<file path="config.mk">
export PLATFORM = sky130hd
export DESIGN_NAME = pool2d_engine
export DESIGN_NICKNAME = d
export VERILOG_FILES = /design/src/rtl/pool2d_engine.sv
export SDC_FILE = /design/constraint.sdc
export NUM_CORES = 1
export LEC_CHECK = 0
export ABC_AREA = 0
export BUFFER_PORTS_ARGS = -buffer_cell sky130_fd_sc_hd__buf_4
export CAP_MARGIN = 25
export CORE_UTILIZATION = 60
export DETAILED_ROUTE_END_ITERATION = 6
export PLACE_DENSITY = 0.81
export SYNTH_ARGS = -nofsm -noshare
export SYNTH_HDL_FRONTEND = slang
export SYNTH_SLANG_ARGS = --single-unit
</file>
<file path="constraint.sdc">
create_clock -name clk -period 3.95 [get_ports clk]
set_clock_uncertainty 0.1 [all_clocks]
set_input_delay 0.5925 -clock clk [delete_from_list [all_inputs] [get_ports clk]]
set_output_delay 0.5925 -clock clk [all_outputs]
set_load 0.1 [all_outputs]
</file>
<file path="src/rtl/pool2d_engine.sv">
// Strided KxK max/average pooling over a CHW-linear map, read from conv BRAM and written to pool BRAM.
// Latency: done arrives N+BRAM_LAT+3 cycles after start (N = CHANNELS*OUT_SIZE^2*POOL^2 reads).
// No backpressure: one read per RUN cycle and one write per window. POOL2D_RELU_EN clamps results at 0.
module pool2d_engine #(
  parameter int DATA_WIDTH = 16,
  parameter int CHANNELS   = 2,
  parameter int IN_SIZE    = 4,
  parameter int POOL       = 2,
  parameter int STRIDE     = 2,
  parameter int BRAM_LAT   = 1,
  localparam int OUT_SIZE  = (IN_SIZE - POOL) / STRIDE + 1,
  localparam int CONV_AW   = (CHANNELS * IN_SIZE * IN_SIZE > 1) ? $clog2(CHANNELS * IN_SIZE * IN_SIZE) : 1,
  localparam int POOL_AW   = (CHANNELS * OUT_SIZE * OUT_SIZE > 1) ? $clog2(CHANNELS * OUT_SIZE * OUT_SIZE) : 1
) (
  input  logic                  clk,
  input  logic                  reset,
  input  logic                  start,
  input  logic                  mode,
  output logic [CONV_AW-1:0]    conv_addr,
  output logic                  conv_en,
  input  logic [DATA_WIDTH-1:0] conv_q,
  output logic [POOL_AW-1:0]    pool_addr,
  output logic                  pool_en,
  output logic                  pool_we,
  output logic [DATA_WIDTH-1:0] pool_d,
  output logic                  busy,
  output logic                  done
);

  localparam int N_RD  = CHANNELS * OUT_SIZE * OUT_SIZE * POOL * POOL;
  localparam int N_WR  = CHANNELS * OUT_SIZE * OUT_SIZE;
  localparam int SH    = 2 * $clog2(POOL);
  localparam int ACC_W = DATA_WIDTH + SH;
  localparam int CH_W  = (CHANNELS > 1) ? $clog2(CHANNELS) : 1;
  localparam int OS_W  = (OUT_SIZE > 1) ? $clog2(OUT_SIZE) : 1;
  localparam int K_W   = (POOL > 1) ? $clog2(POOL) : 1;
  localparam int RD_W  = $clog2(N_RD + 1);

  localparam logic [CH_W-1:0]    CH_LAST = CH_W'(CHANNELS - 1);
  localparam logic [OS_W-1:0]    O_LAST  = OS_W'(OUT_SIZE - 1);
  localparam logic [K_W-1:0]     K_LAST  = K_W'(POOL - 1);
  localparam logic [RD_W-1:0]    RD_N    = RD_W'(N_RD);
  localparam logic [POOL_AW-1:0] W_LAST  = POOL_AW'(N_WR - 1);

  typedef enum logic [1:0] {S_IDLE, S_RUN, S_DRAIN, S_DONE} state_t;

  state_t               state;
  logic                 mode_r;
  logic [CH_W-1:0]      ch_c;
  logic [OS_W-1:0]      or_c, oc_c;
  logic [K_W-1:0]       kr_c, kc_c;
  logic [RD_W-1:0]      rd_cnt;
  logic                 first_tag, last_tag;
  logic                 issue;
  logic [CONV_AW-1:0]   rd_addr;

  logic [BRAM_LAT:0]    vld_p, first_p, last_p;
  logic signed [ACC_W-1:0] acc, q_ext, acc_next;
  logic [DATA_WIDTH-1:0] res;
  logic [POOL_AW-1:0]   wr_idx;

  // Read issue decision and the source address of the read the counters point at.
  always_comb begin
    issue   = ((state == S_IDLE) && start) || ((state == S_RUN) && (rd_cnt != RD_N));
    rd_addr = CONV_AW'(ch_c) * CONV_AW'(IN_SIZE * IN_SIZE)
            + (CONV_AW'(or_c) * CONV_AW'(STRIDE) + CONV_AW'(kr_c)) * CONV_AW'(IN_SIZE)
            + CONV_AW'(oc_c) * CONV_AW'(STRIDE) + CONV_AW'(kc_c);
  end

  // Control FSM plus read sequencer; counters wrap to zero after the final read of a run.
  always_ff @(posedge clk or negedge reset) begin
    if (!reset) begin
      state     <= S_IDLE;
      mode_r    <= 1'b0;
      busy      <= 1'b0;
      done      <= 1'b0;
      conv_en   <= 1'b0;
      conv_addr <= '0;
      first_tag <= 1'b0;
      last_tag  <= 1'b0;
      rd_cnt    <= '0;
      ch_c      <= '0;
      or_c      <= '0;
      oc_c      <= '0;
      kr_c      <= '0;
      kc_c      <= '0;
    end else begin
      conv_en <= issue;
      if (issue) begin
        conv_addr <= rd_addr;
        first_tag <= (kr_c == '0) && (kc_c == '0);
        last_tag  <= (kr_c == K_LAST) && (kc_c == K_LAST);
        rd_cnt    <= rd_cnt + 1'b1;
        if (kc_c == K_LAST) begin
          kc_c <= '0;
          if (kr_c == K_LAST) begin
            kr_c <= '0;
            if (oc_c == O_LAST) begin
              oc_c <= '0;
              if (or_c == O_LAST) begin
                or_c <= '0;
                ch_c <= (ch_c == CH_LAST) ? '0 : ch_c + 1'b1;
              end else begin
                or_c <= or_c + 1'b1;
              end
            end else begin
              oc_c <= oc_c + 1'b1;
            end
          end else begin
            kr_c <= kr_c + 1'b1;
          end
        end else begin
          kc_c <= kc_c + 1'b1;
        end
      end
      case (state)
        S_IDLE: if (start) begin
          state  <= S_RUN;
          busy   <= 1'b1;
          mode_r <= mode;
        end
        S_RUN: if (!issue) state <= S_DRAIN;
        S_DRAIN: if (pool_we && (pool_addr == W_LAST)) begin
          state <= S_DONE;
          done  <= 1'b1;
        end
        S_DONE: begin
          state  <= S_IDLE;
          done   <= 1'b0;
          busy   <= 1'b0;
          rd_cnt <= '0;
        end
        default: state <= S_IDLE;
      endcase
    end
  end

  // Reduction of the element arriving this cycle into the running window value.
  always_comb begin
    q_ext = ACC_W'($signed(conv_q));
    if (first_p[BRAM_LAT])  acc_next = q_ext;
    else if (mode_r)        acc_next = acc + q_ext;
    else if (q_ext > acc)   acc_next = q_ext;
    else                    acc_next = acc;
    res = mode_r ? DATA_WIDTH'(acc_next >>> SH) : DATA_WIDTH'(acc_next);
`ifdef POOL2D_RELU_EN
    if (res[DATA_WIDTH-1]) res = '0;
`endif
  end

  // Tag pipeline matched to BRAM latency, accumulator, and one write per completed window.
  always_ff @(posedge clk or negedge reset) begin
    if (!reset) begin
      vld_p     <= '0;
      first_p   <= '0;
      last_p    <= '0;
      acc       <= '0;
      wr_idx    <= '0;
      pool_addr <= '0;
      pool_en   <= 1'b0;
      pool_we   <= 1'b0;
      pool_d    <= '0;
    end else begin
      vld_p[0]   <= conv_en;
      first_p[0] <= first_tag;
      last_p[0]  <= last_tag;
      for (int i = 1; i <= BRAM_LAT; i++) begin
        vld_p[i]   <= vld_p[i-1];
        first_p[i] <= first_p[i-1];
        last_p[i]  <= last_p[i-1];
      end
      if (vld_p[BRAM_LAT]) acc <= acc_next;
      if (vld_p[BRAM_LAT] && last_p[BRAM_LAT]) begin
        pool_en   <= 1'b1;
        pool_we   <= 1'b1;
        pool_d    <= res;
        pool_addr <= wr_idx;
        wr_idx    <= (wr_idx == W_LAST) ? '0 : wr_idx + 1'b1;
      end else begin
        pool_en <= 1'b0;
        pool_we <= 1'b0;
      end
    end
  end

endmodule

</file>
==> flow_summary.json <==
{
  "outcome": "complete, no violations",
  "grt.total_usage": 0.311,
  "grt_pass1_wl_um": 20500,
  "synthDistinctLibCells": 80,
  "fin_crit_ps": 3390,
  "maxSlewHeadroom": 0.397,
  "vias": 4256,
  "yosysMostFrequentCell": "dfrtp_1",
  "syn-num-nets": 591,
  "antenna_found_initial": 0,
  "rows": 32,
  "core_um2": 7770,
  "root_buffer": "clkbuf_8",
  "fin_crit_sh": 0.859,
  "hold_violations": 0,
  "ctsLongestPathBuffers": 2,
  "cts_made_buffers": 9,
  "tightest_slew_ps": 905,
  "wire_per_inst_um": 18.6,
  "synth.area.top_cells": "dfrtp_1 (37%), ha_1 (11%), nand2_1 (4.1%)",
  "cts_setup_buffers": 0,
  "avgSynthCellArea_um2": 9.22,
  "drt_iter0_markers": 415,
  "synth-main-ff-cell": "dfrtp_1",
  "diodes": 0,
  "cts_num_sinks": 71,
  "clkSlewWorstSetupHoldPaths_ps": 80,
  "cp.arrival_ps": 3530,
  "cts_hold_buffers": 0,
  "drv_cap": 0,
  "cts_tree": "done",
  "slew_violations": 0,
  "dr.pass1.iters": 5,
  "vias_per_cell": 6.32,
  "initial_core_util": 0.626,
  "synth.top_cell.area_share": 0.366,
  "drive_gt1_frac": 0.166,
  "dieHeight_um": 92.0,
  "rsz0062_at_grt": "false",
  "insertion_delay_ps": 350,
  "end_kind": "flip-flop",
  "cts_resized": 0,
  "grt_pass1_vias": 4131,
  "portBuffers": 48,
  "start_kind": "flip-flop",
  "required_ps": 4080,
  "synthTopCellsByCount": "dfrtp_1 (71), nand2_1 (53), ha_1 (43), inv_1 (39)",
  "h-tree-depth": 3,
  "wirelength_um": 12500,
  "place_congestion": 1.00,
  "syn_area_um2": 4860,
  "fmax_mhz": 295,
  "timing_worst_setup_path_type": "reg -> reg",
  "ys_seq_area_frac": 0.366,
  "ys_ff_latch": 71,
  "synthArstFlopShare": 1.00,
  "die-area_um2": 8470,
  "hold_class": "in -> async",
  "ant_nets": 0,
  "ios": 49,
  "synth_top_area_cell": "dfrtp_1",
  "grt_start_max_net_pins": 72,
  "cp_max_fo": 11,
  "synthCells": 527,
  "fill_cells": 623,
  "synth-edff-count": 0,
  "setup-violations-final": 0,
  "overflow": 0,
  "dpl.hpwl_um": 9090,
  "drc": 0,
  "die_w_um": 92.0,
  "nets": 630,
  "tns_ps": 0,
  "ys_warn_count": 0,
  "area_delta_synth_final_pct": 12.3
}
## path summary, 6_finish.rpt
kind	from	endpoint	slack, ps	cells past startpoint
min in group clk	last_p[0]	last_p[1]	260	0
hold / removal	reset	acc[5]	260	1
setup / recovery	acc[15]	acc[15]	560	8
hold reg to reg	last_p[0]	last_p[1]	260	0
max in group asynchronous	reset	acc[16]	2890	1
setup reg to reg	acc[15]	acc[15]	560	8
## area by class of cell
type	count	area (um2)	area share
multi-input combinational	390	2800	0.514
sequential	71	1780	0.326
timing repair buffer	53	398	0.0729
inverter	41	154	0.0282
clock buffer	11	141	0.0259
tap	102	128	0.0234
clock inverter	5	57.6	0.0105
## worst max-delay path, stage by stage (launching register included)
cell	delay, ps
dfrtp_1	410
inv_1	60
ha_1	480
nand4_2	180
or4_4	520
o211a_4	290
o21ai_2	440
o21ai_0	360
a221o_1	440
## kinds of logic (layout without fill, tap and decap cells)
| group | after synthesis | count (layout) | share of synthesized area |
|---|---|---|---|
| buffers and inverters | 66 | 110 | 0.0579 |
| AOI/OAI and AO/OA | 150 | 150 | 0.226 |
| xor gates and xnor gates | 24 | 24 | 0.0432 |
| muxes | 17 | 17 | 0.0368 |
| adders and majority gates | 44 | 44 | 0.115 |
| and+or+nand+nor | 155 | 155 | 0.155 |
| DFF | 71 | 71 | 0.366 |
## routing by layer
layer | part of all wire | GRT usage | wire (um) | vias to the layer above
li1 | - | - | - | 1971
met1 | 0.41 | 0.405 | 5170 | 2019
met2 | 0.49 | 0.522 | 6090 | 231
met3 | 0.077 | 0.0580 | 967 | 35
met4 | 0.024 | 0.105 | 299 | 0
met5 | 0 | 0 | 0 | -
## state kept, by name, indices dropped and copies added, names as in the netlist, 3 cells and up
signal	count
rd_cnt	6
acc	18
pool_addr	3
wr_idx	3
conv_addr	5
pool_d	16
## cells in the final DEF (no fill, tap or decap), types with 8 or more instances in the layout
master,Yosys,layout
inv_1,39,39
a31oi_1,9,9
clkbuf_8,0,10
ha_1,43,43
dfrtp_1,71,71
mux2i_1,10,10
o21ai_0,19,19
xnor2_1,16,16
nor2_1,36,36
xor2_1,8,8
nand2b_1,8,8
nand2_1,53,53
nand3_1,14,14
a21oi_1,36,36
buf_4,1,53
## metrics by stage
stage / area, um2 / setup WS (ps) / hold WS [ps] / std cells / util
finish: 5460 / 556 / 261 / 673 / 0.703
global route: 5460 / 288 / 268 / 673 / 0.703
CTS: 5460 / 596 / 267 / 673 / 0.703
detailed placement: 5260 / 302 / 250 / 657 / 0.677
global placement: 5260 / 374 / 236 / 657 / 0.677
floorplan: 4860 / 957 / 197 / 527 / -
Power is left out: the tool's default activity adds up to more than one toggle a clock period on the data nets, which glitch-free logic cannot reach.
